### src/rtl/imul_iter_ctrl.sv
// Control FSM for the iterative shift-add multiplier: sequences operand load,
// one shift-add step per cycle, and the val/rdy handshake on both streams.
`timescale 1ns/1ps

module imul_iter_ctrl #(
    parameter int unsigned p_nbits      = 32,
    parameter bit          p_early_exit = 1'b0
) (
    input  logic clk,
    input  logic reset,

    input  logic istream_val,
    output logic istream_rdy,
    output logic ostream_val,
    input  logic ostream_rdy,

    input  logic b_lsb,
    input  logic b_zero,

    output logic a_mux_sel,
    output logic b_mux_sel,
    output logic result_mux_sel,
    output logic a_en,
    output logic b_en,
    output logic result_en
);

    localparam int unsigned      CW   = $clog2(p_nbits) + 1;
    localparam logic [CW-1:0]    LAST = CW'(p_nbits - 1);

    typedef enum logic [1:0] {
        IDLE,
        CALC,
        DONE
    } state_t;

    state_t        state_q, state_d;
    logic [CW-1:0] count_q, count_d;

    // Moore outputs are registered from the next state so they change with it.
    logic rdy_q,  rdy_d;
    logic oval_q, oval_d;
    logic ld_q,   ld_d;
    logic en_q,   en_d;
    logic calc_q, calc_d;

    always_comb begin
        state_d = state_q;
        count_d = count_q;
        unique case (state_q)
            IDLE: begin
                if (istream_val) begin
                    state_d = CALC;
                    count_d = '0;
                end
            end
            CALC: begin
                if ((count_q == LAST) || (p_early_exit && b_zero)) begin
                    state_d = DONE;
                    count_d = '0;
                end else begin
                    count_d = count_q + CW'(1);
                end
            end
            DONE: begin
                if (ostream_rdy) state_d = IDLE;
            end
            default: state_d = IDLE;
        endcase

        rdy_d  = (state_d == IDLE);
        oval_d = (state_d == DONE);
        ld_d   = (state_d == IDLE);
        en_d   = (state_d != DONE);
        calc_d = (state_d == CALC);
    end

    always_ff @(posedge clk) begin
        if (reset) begin
            state_q <= IDLE;
            count_q <= '0;
            rdy_q   <= 1'b1;
            oval_q  <= 1'b0;
            ld_q    <= 1'b1;
            en_q    <= 1'b1;
            calc_q  <= 1'b0;
        end else begin
            state_q <= state_d;
            count_q <= count_d;
            rdy_q   <= rdy_d;
            oval_q  <= oval_d;
            ld_q    <= ld_d;
            en_q    <= en_d;
            calc_q  <= calc_d;
        end
    end

    // b_lsb only reaches result_en while calculating, so X elsewhere is masked.
    always_comb begin
        istream_rdy    = rdy_q  & ~reset;
        ostream_val    = oval_q & ~reset;
        a_en           = en_q   & ~reset;
        b_en           = en_q   & ~reset;
        a_mux_sel      = ld_q;
        b_mux_sel      = ld_q;
        result_mux_sel = ld_q;
        result_en      = 1'b0;
        if (!reset) begin
            if (calc_q) result_en = b_lsb;
            else        result_en = ld_q;
        end
    end

endmodule

### config.mk
export PLATFORM = sky130hd
export DESIGN_NAME = imul_iter_ctrl
export DESIGN_NICKNAME = d
export VERILOG_FILES = /design/src/rtl/imul_iter_ctrl.sv
export SDC_FILE = /design/constraint.sdc
export NUM_CORES = 1
export LEC_CHECK = 0
export ABC_AREA = 1
export BUFFER_PORTS_ARGS = -buffer_cell sky130_fd_sc_hd__buf_2
export CORE_AREA = 2 2 39 41
export CTS_CLUSTER_SIZE = 25
export DETAILED_ROUTE_END_ITERATION = 6
export DIE_AREA = 0 0 41 43
export PLACE_DENSITY_LB_ADDON = 0.05
export SYNTH_ARGS = -nofsm -noshare
export SYNTH_HDL_FRONTEND = slang
export SYNTH_SLANG_ARGS = --single-unit
### constraint.sdc
create_clock -name clk -period 1.15 [get_ports clk]
set_input_delay 0.115 -clock clk [delete_from_list [all_inputs] [get_ports clk]]
set_output_delay 0.115 -clock clk [all_outputs]
set_load 0.02 [all_outputs]
---- Yosys cells after proc, flatten, opt, wreduce, memory -nomap -nowiden ----
Index checks and enable logic that the tools add are counted.
storage, ports and cells
  register bits ........................... 12
  latch bits .............................. 0
  RAM bits ................................ 0
  memory bits (read-only) ................. 0
  word-level logic and storage cells ...... 31
  memories ................................ 0
cells by class
  add/subtract/negate cells ............... 1
  $mul .................................... 0
  divide/modulo/power cells ............... 0
  magnitude comparators ................... 0
  equality and inequality tests ........... 7
  shift operators ......................... 0
  muxes and demuxes ....................... 9
  bitwise gates (word level) .............. 4
  reductions and logical operators ........ 4
operators by type and width
  cell                   count
  $mux W6                2
  $pmux W6 S2            1
  $add A6 B1 Y6 const B  1
  $eq A6 B5 Y1 const B   1
  $mux W2                3
  $pmux W2 S3            1
  $eq A2 B1 Y1 const B   2
  $eq A2 B2 Y1 const B   2
  $logic_not A2 Y1       2
  $ne A2 B2 Y1 const B   2
  $and A1 B1 Y1          3
  $mux W1                2
  $reduce_and A2 Y1      1
  $reduce_bool A2 Y1     1
  $not A1 Y1             1

---- Depth between registers and ports, before layout ----
  depth in word-level cells ............... 4
  gate-level depth with buffers ........... 8
  mapped depth without buffers ............ 8

---- Worst setup path after synthesis ----
OpenSTA, ideal clock, no wires.
  path kind ............................... reg-to-reg
  from .................................... register count_q[0]
  to ...................................... register ld_q (netlist: a_mux_sel)
  data arrival time ....................... 1.046 ns
  required time ........................... 1.030 ns
  path slack .............................. -0.015 ns
  cell stages (with the launch flop) ...... 9
  buffers on the path ..................... 0
  cells stage by stage .................... dfxtp_1 -> ha_1 -> nand3_2 -> nor2_1 -> nand2_1 -> nand2_1 -> nand2_2 -> clkinv_2 -> nor2_1
on the way
  word-level cells in the longest chain between the ends .. 4
RTL lines
  element                 line  source
  from (decl)             38    logic [CW-1:0] count_q, count_d;
  from (signal assigned)  89    count_q <= count_d;
  $eq A6 B5 Y1            58    if ((count_q == LAST) || (p_early_exit && b_zero)) begin
  $mux W2                 58
  $pmux W2 S3             50    unique case (state_q)
  $logic_not A2 Y1        73    ld_d = (state_d == IDLE);
  to (signal assigned)    92    ld_q <= ld_d;
  to (decl)               43    logic ld_q, ld_d;
Every way passes these cells.
A chain may end at the register's enable or synchronous reset.

---- Worst setup path after layout ----
Same ends and word-level chain as after synthesis.

==> metrics.md <==
| Metric | Value |
|---|---|
| Minimum clock period | `about 1.1 ns` |
| Ys flop type | `dfxtp_1` |
| Die Area | `approximately 0.0018 mm2` |
| Aggregate routed wire length | `1.17 mm` |
| Antenna Nets Post-Route | `0` |
| Final Net Count | `approximately 110` |
| First-pass GRT wire length | `1.97 mm` |
| Sequential group share of total power | `between 40% and 50%` |
| Worst setup EP type | `flop` |
| P_leak | `between 0.3 and 0.4 nW` |
| Port Buf Inserts | `12` |
| CTS Buf Count | `3` |
| Critical path launch point type | `flop` |
| Syn Inst Count | `80` |
| Final Slew Violations | `0` |
| Layout area overhead | `31.0%` |
| Clk_lat worst skew | `approximately 0.27 ns` |
| Clk buf depth | `2` |
| Area occupied by multi-input gates | `~280 um2` |
| Die height | `roughly 43 um` |
| Fillers | `about 150` |
| Part of the power in combinational logic | `between 10% and 20%` |
| Initial antenna violation count | `0` |
| Count of final setup violators | `0` |
| Routed wire per std cell | `about 10 um` |
| GRT overflow | `0` |
| Worst EP required | `roughly 1.3 ns` |
| Synth Register Bits | `12` |
| List of most frequent post-synthesis cells | `18 x nand2_1, 12 x dfxtp_1, 12 x nor2_1` |
| Vias after detailed routing | `between 500 and 600` |
| TritonCTS clock tree | `built` |
| Int Power | `0.667 mW` |
| Fin worst setup slack | `around 0.036 ns` |
| Share of the synthesized area in the top cell type | `about 43%` |
| Netlist cell types | `19` |
| Synth Cell Area | `roughly 560 um2` |
| Clock share of power | `between 30 and 40%` |
| Vias in the first global route | `503` |
| Syn nets | `87` |
| Cell type with the largest total area after synthesis | `dfxtp_1` |
| Sw Ratio | `about a quarter` |
| Sum Neg Setup Slack | `0 ns` |
| Worst-margin pin slew | `~0.24 ns` |
| Starting density of the core | `~41%` |
| Tcrit/Tclk final | `between 90% and 100%` |
| Status | `complete, no violations` |
| Largest net degree at the start of global routing | `11` |
| Rel. slew slack | `between 80 and 90%` |
| Worst hold margin | `0.138 ns` |
| Setup WS pre-CTS | `-0.00322 ns` |
| Post-DP HPWL | `roughly 860 um` |
| Register area | `245 um2` |
| Clk slew on worst S/H paths | `roughly 0.08 ns` |
| Clock Sinks | `12` |
| Core area | `around 0.0014 mm2` |
| 1st-iter DRT viols | `11` |
| EDFF count, synth | `0` |
| DR vias/cell | `slightly below 5` |
| Worst Setup Path Type | `reg -> reg` |
| Clock root cell | `clkbuf_4` |
| Cell with the most instances after synthesis | `nand2_1` |
| Maximum capacitance violations | `0` |
| H-tree depth | `1` |
| Syn_area_per_cell | `roughly 7 um2` |
| Setup repair after global routing missed its margin | `yes` |
| CP max FO | `3` |
| Synth area leaders | `dfxtp_1 43%, nand2_1 12%, nor2_1 8.0%, inv_1 6.7%, a21oi_1 5.4%` |
| YS warnings | `0` |
| Net switching power | `roughly 0.22 mW` |
| Tot Pwr | `~0.89 mW` |
| RePlAce Congestion | `between 0.7 and 0.8` |
| # diodes | `0` |
| Fin Clk Skew | `about 0.0047 ns` |
| Register area share after synthesis | `a little over two fifths` |
| Min-delay worst type | `in -> reg` |
| Post-synth ARST share | `0%` |
| # DRC | `0` |
| PD cells | `1210 mW/mm2` |
| Final hold violations | `0` |
| DR pass1 iterations | `4` |
| Core Rows | `14` |
| Total track usage | `~17%` |
| Worst EP arrival | `1.27 ns` |
| IO Count | `14` |
| Layout cells sized above 1 | `between 30% and 40%` |
| Die X | `between 40 and 50 um` |
| Max Clk Rate | `0.897 GHz` |
| Peak supply drop | `about 0.00057 V` |
[power by group through the flow]
stage	Sequential [mW]	Clock, mW	Combinational, mW
2_1_floorplan	0.451	0	0.0715
3_3_place_gp	0.445	0	0.109
3_5_place_dp	0.445	0	0.111
4_1_cts	0.436	0.349	0.113
5_1_grt	0.441	0.378	0.131
6_report	0.439	0.335	0.116
[per-layer routing]
metal / vias to the layer above / track usage (%) / share of wire (%)
li1: 282 / - / -
met1: 251 / 17.7 / 40
met2: 13 / 27.5 / 53
met3: 4 / 3.14 / 4.6
met4: 0 / 14.0 / 2.6
met5: - / 0 / 0
[cells in the final DEF (no fill, tap or decap)]
master and n:
nand2_1 18, buf_2 11, nor2_1 9, inv_1 9
dfxtp_1 8, buf_4 7, a21oi_1 6, dfxtp_2 4
nand3_1 3, nor3_1 3, clkbuf_4 3, inv_2 2
nor2_4 2, nor2_2 2, o21ai_1 2, o21ai_0 2
nand3_4 1, nand4_1 1, o21bai_1 1, nand2_2 1
clkinv_2 1, ha_4 1, clkbuf_8 1
[area by class of cell]
type / count / share of cell area, %
timing repair buffer: 18 / 14.7
clock buffer: 4 / 4.94
sequential: 12 / 33.4
tap: 16 / 2.73
inverter: 12 / 6.30
multi-input combinational: 52 / 38.0
[worst max-delay path: stages, from the launching register on]
cell      delay (ns)
dfxtp_2         0.36
ha_4            0.15
nand3_4         0.09
nor2_4          0.12
nand2_1         0.05
nand2_1         0.06
nand2_2         0.06
clkinv_2        0.05
nor2_1          0.04
[flip-flops by register name, indices dropped and copies added, names as in the netlist]
name / flops
a_mux_sel: 1
calc_q: 1
count_q: 6
en_q: 1
oval_q: 1
state_q: 2
[cells by family after synthesis]
group | synth area share [%]
adders and majority gates | 2.23
AOI/OAI and AO/OA | 10.3
buffers and inverters | 13.2
and+or+nand+nor | 31.5
DFF | 42.9
[per-stage QoR]
stage / instance area [um2] / cells / util [%]
2_1_floorplan: 564 / 80 / -
3_3_place_gp: 662 / 110 / 47.8
3_5_place_dp: 662 / 110 / 47.8
4_1_cts: 704 / 114 / 50.9
5_1_grt: 734 / 114 / 53.1
6_report: 734 / 114 / 53.1
[timing repair]
action | in CTS | in global routing
resized for setup | 3 | 9
hold buffers | 0 | 0
endpoints found under the setup margin | 2 | 7
buffers inserted | 0 | 0
cloned | 0 | 0
pin swaps | 0 | 2
[worst paths after layout]
path | to | slack (ns) | startpoint | cells after the start
hold reg to reg | count_q[5] | 0.49 | count_q[5] | 2
setup reg to reg | a_mux_sel | 0.04 | count_q[0] | 8
setup / recovery | a_mux_sel | 0.04 | count_q[0] | 8
hold / removal | count_q[1] | 0.14 | reset | 2
(Power assumes the default switching activity.)
